$ cat src/rtl/box_plotter_if.sv
// Box request / pixel stream bundle between the box-coordinate logic,
// the box_plotter and the vga_adapter plot port.
interface box_plotter_if #(
   parameter int SIZE_W = 4
);
   logic              start;
   logic [7:0]        givex;
   logic [6:0]        givey;
   logic [SIZE_W-1:0] size;
   logic [2:0]        colour;
   logic [7:0]        x;
   logic [6:0]        y;
   logic [2:0]        colour_out;
   logic              plot;
   logic              busy;
   logic              done;

   // Requester side: issues boxes, watches the pixel stream.
   modport master (
      output start, givex, givey, size, colour,
      input  x, y, colour_out, plot, busy, done
   );

   // Plotter side: accepts boxes, emits one pixel per clock.
   modport slave (
      input  start, givex, givey, size, colour,
      output x, y, colour_out, plot, busy, done
   );
endinterface

$ cat src/rtl/box_plotter.sv
// box_plotter: walks every pixel of a filled square in row-major order,
// one pixel per clock, then pulses done for one cycle.
// Optional feature macro: BOX_CLIP_EN -- when defined, pixels falling
// outside SCREEN_W x SCREEN_H keep their cycle but have plot suppressed.
module box_plotter #(
   parameter int SIZE_W   = 4,
   parameter int SCREEN_W = 160,
   parameter int SCREEN_H = 120
) (
   input  logic         clock,
   input  logic         reset,
   box_plotter_if.slave bus
);

   typedef enum logic [1:0] {
      IDLE = 2'd0,
      DRAW = 2'd1,
      DONE = 2'd2
   } state_t;

   state_t            state_q;
   state_t            state_d;

   // Latched request: origin, side and colour of the box being drawn.
   logic [7:0]        bx;
   logic [6:0]        by;
   logic [SIZE_W-1:0] bs;
   logic [2:0]        bc;

   // Column / row position inside the box.
   logic [SIZE_W-1:0] cx;
   logic [SIZE_W-1:0] cy;

   logic              last_col;
   logic              last_row;
   logic              drawing;

   assign last_col = (cx == bs - 1'b1);
   assign last_row = (cy == bs - 1'b1);

`ifdef BOX_CLIP_EN
   // Wide sums so that pixels past the right/bottom screen edge are seen
   // as off-screen instead of wrapping back onto the visible area.
   localparam logic [8:0] SCR_W9 = 9'(SCREEN_W);
   localparam logic [7:0] SCR_H8 = 8'(SCREEN_H);

   logic [8:0] xsum;
   logic [7:0] ysum;

   assign xsum     = {1'b0, bx} + 9'(cx);
   assign ysum     = {1'b0, by} + 8'(cy);
   assign bus.x    = xsum[7:0];
   assign bus.y    = ysum[6:0];
   assign bus.plot = drawing && (xsum < SCR_W9) && (ysum < SCR_H8);
`else
   // Without clipping the coordinates simply wrap at 256 / 128.
   logic [7:0] xsum;
   logic [6:0] ysum;

   assign xsum     = bx + 8'(cx);
   assign ysum     = by + 7'(cy);
   assign bus.x    = xsum;
   assign bus.y    = ysum;
   assign bus.plot = drawing;
`endif

   assign bus.colour_out = bc;

   // State register.
   always_ff @(posedge clock) begin
      if (reset) begin
         state_q <= IDLE;
      end else begin
         state_q <= state_d;
      end
   end

   // Next-state and status decode; outputs depend on registered state only.
   always_comb begin
      state_d  = state_q;
      drawing  = 1'b0;
      bus.busy = 1'b1;
      bus.done = 1'b0;
      case (state_q)
         IDLE: begin
            bus.busy = 1'b0;
            if (bus.start) begin
               state_d = (bus.size == '0) ? DONE : DRAW;
            end
         end
         DRAW: begin
            drawing = 1'b1;
            if (last_col && last_row) begin
               state_d = DONE;
            end
         end
         DONE: begin
            bus.done = 1'b1;
            state_d  = IDLE;
         end
         default: begin
            state_d = IDLE;
         end
      endcase
   end

   // Request latch and row-major pixel counters; counters freeze on the
   // last pixel so x/y keep showing it after the box completes.
   always_ff @(posedge clock) begin
      if (reset) begin
         bx <= '0;
         by <= '0;
         bs <= '0;
         bc <= '0;
         cx <= '0;
         cy <= '0;
      end else begin
         case (state_q)
            IDLE: begin
               if (bus.start) begin
                  bx <= bus.givex;
                  by <= bus.givey;
                  bs <= bus.size;
                  bc <= bus.colour;
                  cx <= '0;
                  cy <= '0;
               end
            end
            DRAW: begin
               if (!last_col) begin
                  cx <= cx + 1'b1;
               end else if (!last_row) begin
                  cx <= '0;
                  cy <= cy + 1'b1;
               end
            end
            default: begin
            end
         endcase
      end
   end

endmodule

$ cat src/flat_wrapper.sv
// flat-port wrapper written by rule: the top's interface ports become plain ports
module box_plotter_flat 
#(
   parameter int SIZE_W   = 4,
   parameter int SCREEN_W = 160,
   parameter int SCREEN_H = 120
)
  (clock, reset, bus_start, bus_givex, bus_givey, bus_size, bus_colour, bus_x, bus_y, bus_colour_out, bus_plot, bus_busy, bus_done);
  box_plotter_if #(.SIZE_W(SIZE_W)) bus_i ();
  input  logic clock;
  input  logic reset;
  input wire logic [$bits(bus_i.start)-1:0] bus_start;
  input wire logic [$bits(bus_i.givex)-1:0] bus_givex;
  input wire logic [$bits(bus_i.givey)-1:0] bus_givey;
  input wire logic [$bits(bus_i.size)-1:0] bus_size;
  input wire logic [$bits(bus_i.colour)-1:0] bus_colour;
  output wire logic [$bits(bus_i.x)-1:0] bus_x;
  output wire logic [$bits(bus_i.y)-1:0] bus_y;
  output wire logic [$bits(bus_i.colour_out)-1:0] bus_colour_out;
  output wire logic [$bits(bus_i.plot)-1:0] bus_plot;
  output wire logic [$bits(bus_i.busy)-1:0] bus_busy;
  output wire logic [$bits(bus_i.done)-1:0] bus_done;
  assign bus_i.start = bus_start;
  assign bus_i.givex = bus_givex;
  assign bus_i.givey = bus_givey;
  assign bus_i.size = bus_size;
  assign bus_i.colour = bus_colour;
  assign bus_x = bus_i.x;
  assign bus_y = bus_i.y;
  assign bus_colour_out = bus_i.colour_out;
  assign bus_plot = bus_i.plot;
  assign bus_busy = bus_i.busy;
  assign bus_done = bus_i.done;
  box_plotter #(.SIZE_W(SIZE_W), .SCREEN_W(SCREEN_W), .SCREEN_H(SCREEN_H)) u_core (.clock(clock), .reset(reset), .bus(bus_i));
endmodule
$ cat config.mk
export PLATFORM = sky130hd
export DESIGN_NAME = box_plotter_flat
export DESIGN_NICKNAME = d
export VERILOG_FILES = /design/src/rtl/box_plotter_if.sv /design/src/rtl/box_plotter.sv /design/src/flat_wrapper.sv
export SDC_FILE = /design/constraint.sdc
export NUM_CORES = 1
export LEC_CHECK = 0
export BUFFER_PORTS_ARGS = -buffer_cell sky130_fd_sc_hd__buf_2
export CORE_MARGIN = 5
export CORE_UTILIZATION = 35
export CTS_CLUSTER_DIAMETER = 30
export DETAILED_ROUTE_END_ITERATION = 8
export GPL_ROUTABILITY_DRIVEN = 0
export SYNTH_ARGS = -nofsm -noshare
export SYNTH_HDL_FRONTEND = slang
export SYNTH_SLANG_ARGS = --single-unit
$ cat constraint.sdc
create_clock -name clock -period 2.5 [get_ports clock]
set_input_delay 0.125 -clock clock [delete_from_list [all_inputs] [get_ports clock]]
set_output_delay 0.125 -clock clock [all_outputs]
set_load 0.02 [all_outputs]
After elaboration in Yosys (flattened, before gate mapping)
Cells that the tools add are included.

word-level totals
  bits in writable memories = 0
  flip-flop bits (word level) = 32
  bits of input ports = 25
  logic and storage cells = 43
  output and inout bits = 21
  memories kept = 0
  latch bits = 0
  bits in read-only memories = 0

cells by class
  order comparisons = 0
  bitwise logic cells = 0
  $add $sub $neg = 5
  shift operators = 0
  reductions and logical operators = 8
  $mul = 0
  divide/modulo/power cells = 0
  muxes and demuxes = 14
  eq/ne operators = 9

operators with widths
  kind                 count
  $mux 4               5
  $pmux 4 s2           2
  $add 4x1->4 const B  2
  $add 8x4->8          1
  $eq 4x4->1           2
  $add 7x4->7          1
  $mux 2               3
  $logic_not 4->1      1
  $ne 2x1->1 const B   2
  $ne 2x2->1 const B   2
  $pmux 2 s2           1
  $reduce_and 2->1     2
  $reduce_and 4->1     1
  $sub 4x1->4 const B  1
  $mux 1               3
  $ne 3x3->1 const B   1
  $reduce_and 3->1     1
  $eq 2x1->1 const B   1
  $eq 2x2->1 const B   1
  $logic_not 2->1      1
  $reduce_bool 2->1    1
  $logic_and 1x1->1    1

Logic depth before layout (Yosys ltp)
Gate-level depths: netlist (run 1).

  word-level depth = 5
  gate-level depth with buffers = 8
  gate-level depth less buffers = 8

Worst setup path after synthesis (run 1)
OpenSTA, ideal clock, no wires.

  path type = register to register
  from = register u_core.bs[0]
  to = register u_core.state_q[0]
  path slack = 0.523 ns
  data required time = 2.381 ns
  path buffers = 0
  stages on the path, launching flop included = 8
  library setup time = 0.119 ns
  period minus slack after synthesis = 1.977 ns
  data arrival time = 1.858 ns
  cell sequence = dfxtp_1 -> inv_1 -> ha_1 -> xnor2_1 -> xnor2_1 -> o41ai_4 -> o21ai_2 -> o221a_2

between the ends
  longest elaborated chain between the ends = 5
  elaborated cells on any way between the ends = 6
  those cells by class = 1 x add/sub; 3 x eq/ne; 2 x reduce/logical

ends and longest elaborated chain
  what                                 line                                  RTL
  start: declaration                   box_plotter.sv:27                     logic [SIZE_W-1:0] bs;
  start signal: assignment             box_plotter.sv:123                    bs <= bus.size;
  $sub 4x1->4 *                        box_plotter.sv:38, box_plotter.sv:39
  $eq 4x4->1 (on tied branches)        box_plotter.sv:38, box_plotter.sv:39
  $logic_and 1x1->1 *                  box_plotter.sv:93                     if (last_col && last_row) begin
  $ne 2x1->1 (no source line) *        --
  $reduce_and 2->1 (no source line) *  --
  end signal: assignment               box_plotter.sv:74                     state_q <= state_d;
  end: declaration                     box_plotter.sv:21                     state_t state_q;

Mark *: on every way between the ends. The rest lies on a longest branch, timed or not.
A chain may end at the register's enable or synchronous reset.

Worst setup path after layout (run 1)
  from = register u_core.cx[0]
  to = output bus_x[6]

between the ends
  longest elaborated chain between the ends = 1

ends and longest elaborated chain
  what                      line                RTL
  start: declaration        box_plotter.sv:31   logic [SIZE_W-1:0] cx;
  start signal: assignment  box_plotter.sv:131  cx <= cx + 1'b1;
  $add 8x4->8               box_plotter.sv:60   assign xsum = bx + 8'(cx);
  end: declaration          flat_wrapper.sv:17  output wire logic [$bits(bus_i.x)-1:0] bus_x;

Every way passes these cells.

==> results.md, run 1 <==
* Clock Tree Root: clkbuf_8
* Final worst path period need at roughly 2.3 ns
* Comb power frac at 0.250
* Post-synth ARST share at 0
* Vias/cell at roughly 4.7
* Synthesized flop and latch total at 32
* Final #Nets at 307
* Num rows at 26
* Chip width at just over 80 microns
* Most common cell in the netlist: nand2_1
* Vias in the first global route at 1,531
* Port Buffers at 45
* Startpoint Class: flip-flop
* Slew HR at 0.658
* Final Total Pwr at 1320 uW
* RSZ-0062 raised after global routing: false
* Post CTS Setup Buffer Count at 0
* Worst-Skew Late Latency at 0.28 ns
* Share of synthesized area occupied by flip-flops and latches at 0.352
* First-pass GRT wire length at 6850 microns
* Initial Util at 0.358
* Switch share at 0.323
* Layout cells sized above 1 at 0.230
* Total wire length at slightly above 4000 microns
* Die area at slightly below 7000 sq um
* Clock power frac at 0.309
* Worst Tran Pin Value at approximately 0.51 ns
* VDD IR max at 0.349 mV
* Cell area after synthesis at 1820 sq um
* Crit Path Category: reg2out
* Fin cells at 340
* CTS max path bufs at 2
* TNS Setup at 0 ns
* Number of DRC markers in iteration 0 at 57
* Die height at a little over 80 microns
* Final core utilization at 0.437
* Pre-antenna DRT Iters at 6
* CP arrival at about 2.1 ns
* Cells after DPL at 332
* Syn Nets at between 200 and 300
* Fillers at ~560
* I/O pins at 46
* Status: finished clean
* Post-Syn Instances at 222
* Worst hold path class: in2reg
* DR WL/cell at between 10 and 15 microns
* Fmax at 442 MHz
* Flop pwr share at 0.441
* Clock-pin slew on the worst setup and hold paths at 0.07 ns
* Switching pwr at 426 uW
* Top cells by count, synth: nand2_1, dfxtp_1, a21oi_1
* Number of clock sinks at 32
* Worst Setup End Kind: primary output
* Placeable Area at about 5100 sq um
* Final hold vios at 0
* Avg Inst Size Synth at ~8.2 sq um
* Synth area leaders: dfxtp_1, nand2_1, xnor2_1
* Vias post-DR at 1,589
* Post-CTS resize count at 0
* CTS tree: yes
* CTS Hold Bufs at 0
* CTS H-tree depth at 2
* Skew final at ~0.0038 ns
* Crit path largest cell delay at 0.47 ns
* CP max stage cell: dfxtp_1
* Fin crit share at 0.904
* P&R area growth vs syn at 21.9%
* Cts bufs inserted at 5
* Overflow after GRT at 0
* Initial antenna violation count at 0
* Final setup vio count at 0
* Ys flop type: dfxtp_1
* PwrDens at between 500 and 600 nW/um^2
* Post-route DRC at 0
* Synth top area share at 0.352
* Critical path fanouts, max at 6
* Fin. max-slew vios at 0
* Internal at around 900 uW
* N_diodes at 0
* Unique masters post-synth at 32
* Post-route ant nets at 0
* Yosys warns at 0
* Worst-path cell chain: ha_1 -> inv_1 -> fa_1 -> nor2b_1 -> o21ai_0 -> nand2b_1 -> nand3_1 -> xnor2_1 -> buf_2
* Max cap viols at 0
* Worst EP required at roughly 2.4 ns
* Pin count of the biggest net entering global routing at 33
* Hold_ws at approximately 0.079 ns
* Synth area leader: dfxtp_1
* Post-synth EDFFs at 0
* DPL Wire Length at just over 3000 microns
* GRT Total Usage at 0.131
* Leakage at ~0.00099 uW
[power groups by stage]
stage | sequential, uW | combinational [uW] | clock (uW)
global route | 587 | 370 | 449
finish | 582 | 330 | 408
global placement | 592 | 331 | 0
detailed placement | 594 | 335 | 0
floorplan | 590 | 235 | 0
CTS | 582 | 335 | 429
[through the flow]
step                cell area (sq um)  setup slack (ns)
finish                           2220             0.239
floorplan                        1820             0.523
detailed placement               2120             0.313
global placement                 2120             0.405
global route                     2220           0.00682
CTS                              2220             0.212
[final timing paths]
kind	from	endpoint	slack, ns	cells after the start
worst min-delay path	bus_givex[0]	u_core.bx[0]	0.08	3
worst min register to register	u_core.bus.colour_out[2]	u_core.bus.colour_out[2]	0.46	2
worst max register to register	u_core.bs[0]	u_core.state_q[0]	0.32	7
worst max-delay path	u_core.cx[0]	bus_x[6]	0.24	9
[final cells by class]
class                           instances  area (sq um)  share of cell area
Sequential cell                        32           641               0.289
Inverter                               13          48.8              0.0220
Tap cell                               70          87.6              0.0395
Clock buffer                            6          82.6              0.0372
Timing Repair Buffer                   48           248               0.112
Multi-Input combinational cell        169          1100               0.496
Clock inverter                          2          10.0             0.00451
[critical path: cells and delay by family (launching register included)]
| kind | cells | cell delay (ns) |
|---|---|---|
| AOI/OAI and AO/OA | 1 | 0.08 |
| DFF | 1 | 0.47 |
| xor gates and xnor gates | 1 | 0.13 |
| buffers and inverters | 2 | 0.22 |
| adders and majority gates | 2 | 0.61 |
| and+or+nand+nor | 3 | 0.35 |
[metal layers]
metal  vias to the layer above  GRT usage  wire [microns]
li1                        846          -               -
met1                       711      0.177            2000
met2                        28      0.208            1860
met3                         4     0.0271             155
met4                         0     0.0449              51
met5                         -          0               0
[registers in the layout, summed over array words and instances (netlist names)]
name and count:
u_core.bus.colour_out 3, u_core.bs 4, u_core.by 7, u_core.cy 4, u_core.cx 4, u_core.state_q 2, u_core.bx 8
[cell families after synthesis]
group / count (synthesis) / share of synthesized area
fa+ha+maj: 13 / 0.0977
xor+xnor: 22 / 0.114
simple gates: 86 / 0.221
mux: 2 / 0.0110
compound gates: 46 / 0.161
buf+inv: 21 / 0.0433
flops: 32 / 0.352
[layout by cell type, fill, tap and decap left out, types with 6 or more instances in the layout]
cell,n
ha_1,11
xnor2_1,18
dfxtp_1,32
nand3_1,9
clkbuf_8,6
nand2_1,50
a21oi_1,27
o21ai_0,8
inv_1,13
buf_2,45
No activity file was read; power rests on OpenSTA's default activity.
==> run 2: changes to the inputs <==
--- a/config.mk
+++ b/config.mk
@@ -7,10 +7,12 @@
 export LEC_CHECK = 0
 export BUFFER_PORTS_ARGS = -buffer_cell sky130_fd_sc_hd__buf_2
 export CORE_MARGIN = 5
-export CORE_UTILIZATION = 35
+export CORE_UTILIZATION = 45
 export CTS_CLUSTER_DIAMETER = 30
 export DETAILED_ROUTE_END_ITERATION = 8
 export GPL_ROUTABILITY_DRIVEN = 0
+export MAX_ROUTING_LAYER = met4
+export PLACE_DENSITY = 0.69
 export SYNTH_ARGS = -nofsm -noshare
 export SYNTH_HDL_FRONTEND = slang
 export SYNTH_SLANG_ARGS = --single-unit
==> run 2 against run 1 <==
Net effect: fmax fell by 1.6%; die area fell by 20%; via count rose by 1.8%; routed wire length fell by 0.91%; sequential cell count did not move; combinational power rose by 2%; critical path type unchanged; critical endpoint is now bus_y[6]; largest power group unchanged; highest routed layer unchanged.
==> results.md, run 2 (same netlist as run 1, synthesis figures left out) <==
* Worst EP required at between 2 and 2.5 ns
* Pin count of the biggest net entering global routing at 34
* CTS tree: yes
* Vias post-DR at about 1,600
* Port Buffers at 45
* Min-Delay Path Depth at 3
* Overflow after GRT at 0
* CP arrival at ~2.2 ns
* Switching pwr at just over 400 uW
* First-pass GRT wire length at between 6000 and 7000 microns
* Fin crit share at 0.919
* Flop pwr share at 0.453
* Die height at 73.6 microns
* Largest Register: u_core.bx
* Fin. max-slew vios at 0
* Number of clock sinks at 32
* Post-route ant nets at 0
* VDD IR max at 0.347 mV
* I/O pins at 46
* Startpoint Class: flip-flop
* Slew HR at 0.514
* Post CTS Setup Buffer Count at 0
* Worst Hold End: u_core.by[5]
* Pre-antenna DRT Iters at 5
* TNS Setup at 0 ns
* CTS max path bufs at 2
* DR WL/cell at between 10 and 15 microns
* Leakage at 0.000980 uW
* CP delay by family, top: adder cells
* CP max stage cell: dfxtp_1
* Clock power frac at 0.284
* Clock-pin slew on the worst setup and hold paths at about 0.060 ns
* Most common cell after layout, fill and taps aside: nand2_1
* Number of DRC markers in iteration 0 at just under 80
* Final #Nets at 307
* Final hold vios at 0
* CP Buf/Inv Count at 2
* Total wire length at 4030 microns
* Finished layout cell area at 2180 sq um
* Max reg flops at 8
* Placeable Area at 3970 sq um
* R2R depth at 7
* Internal at between 800 and 900 uW
* RSZ-0062 raised after global routing: false
* Hold Startpoint: bus_givey[5]
* Layout cells sized above 1 at 0.223
* Crit Path Category: reg2out
* Status: finished clean
* Final worst path period need at 2.30 ns
* Cts bufs inserted at 5
* Vias/cell at around 5.1
* Top Registers: u_core.bx x8, u_core.by x7
* CTS H-tree depth at 2
* Max cap viols at 0
* Worst Setup End Kind: primary output
* Die area at 5410 sq um
* Vias in the first global route at 1,512
* Num rows at 23
* Skew final at about 0.0011 ns
* Worst Tran Pin Value at approximately 0.73 ns
* Critical R2R Launch: u_core.bs[0]
* Initial antenna violation count at 0
* Critical R2R Capture: u_core.state_q[0]
* N_diodes at 0
* Worst-Skew Late Latency at 0.27 ns
* R2r setup slk at 0.32 ns
* PwrDens at 587 nW/um^2
* Critical path fanouts, max at 6
* Switch share at 0.323
* Post-route DRC at 0
* DP Area at ~2100 sq um
* Comb power frac at 0.263
* P&R area growth vs syn at 19.7%
* CTS Hold Bufs at 0
* DPL Wire Length at a little under 3000 microns
* Fmax at about 440 MHz
* Initial Util at 0.458
* Crit path largest cell delay at 0.47 ns
* Worst-path cell chain: ha_1 -> inv_1 -> fa_1 -> nor2b_1 -> o21ai_0 -> nand2b_1 -> nand3_1 -> xnor2_1 -> buf_2
* GRT Total Usage at 0.165
* Worst hold path class: in2reg
* Post-CTS resize count at 0
* Commonest cells after routing, fill and taps aside: nand2_1, buf_2, dfxtp_1
* Clock Tree Root: clkbuf_8
* Final setup vio count at 0
* Chip width at between 70 and 80 microns
==> run 2: changes by cell type in the layout (fill, tap and decap cells not counted) <==
cell	previous run	this run
clkbuf_1	0	1
clkbuf_8	6	5
clkinv_2	2	1
==> run 2: power groups by stage <==
| stage | combinational [uW] | clock [uW] | sequential [uW] |
|---|---|---|---|
| floorplan | 235 | 0 | 590 |
| global placement | 336 | 0 | 589 |
| detailed placement | 338 | 0 | 590 |
| CTS | 341 | 377 | 579 |
| global route | 373 | 394 | 584 |
| finish | 336 | 364 | 579 |
==> run 2: worst min-delay path, delay by kind of cell <==
family | cells | cell delay, ns
compound gates | 1 | 0.05
buf+inv | 1 | 0.10
simple gates | 1 | 0.04
==> run 2: area by class of cell <==
cell class / count / area (sq um)
clock inverters: 1 / 5.00
flip-flops and latches: 32 / 641
repair buffers: 48 / 248
multi-input cells: 169 / 1100
fillers: 389 / 1790
well taps: 50 / 62.6
clock buffers: 6 / 72.6
inverters: 13 / 48.8
==> run 2: per-layer routing <==
metal  track usage  share of wire  vias up
met4        0.0684          0.016        0
met5             -              0        -
li1              -              -      842
met2         0.249           0.45       27
met3        0.0301          0.033        4
met1         0.217           0.50      745
==> run 2: how the worst max path moves through the flow <==
stage,startpoint,to,slack (ns),cells after the start
2_1_floorplan,u_core.bs[0],u_core.state_q[0],0.52,7
3_3_place_gp,u_core.bs[0],u_core.state_q[0],0.38,7
3_5_place_dp,u_core.bs[0],u_core.state_q[0],0.34,7
4_1_cts,u_core.cy[0],bus_y[6],0.20,9
5_1_grt,u_core.cy[0],bus_y[6],0.06,9
6_report,u_core.cy[0],bus_y[6],0.20,9
==> run 2: per-stage QoR <==
stage / power, uW / cells / util / setup WS (ns) / hold WS [ns]
2_1_floorplan: 825 / 222 / - / 0.523 / 0.261
3_3_place_gp: 925 / 312 / 0.529 / 0.380 / 0.367
3_5_place_dp: 929 / 312 / 0.529 / 0.345 / 0.371
4_1_cts: 1300 / 319 / 0.548 / 0.204 / 0.0748
5_1_grt: 1350 / 319 / 0.548 / 0.0582 / 0.0795
6_report: 1280 / 319 / 0.548 / 0.202 / 0.0845
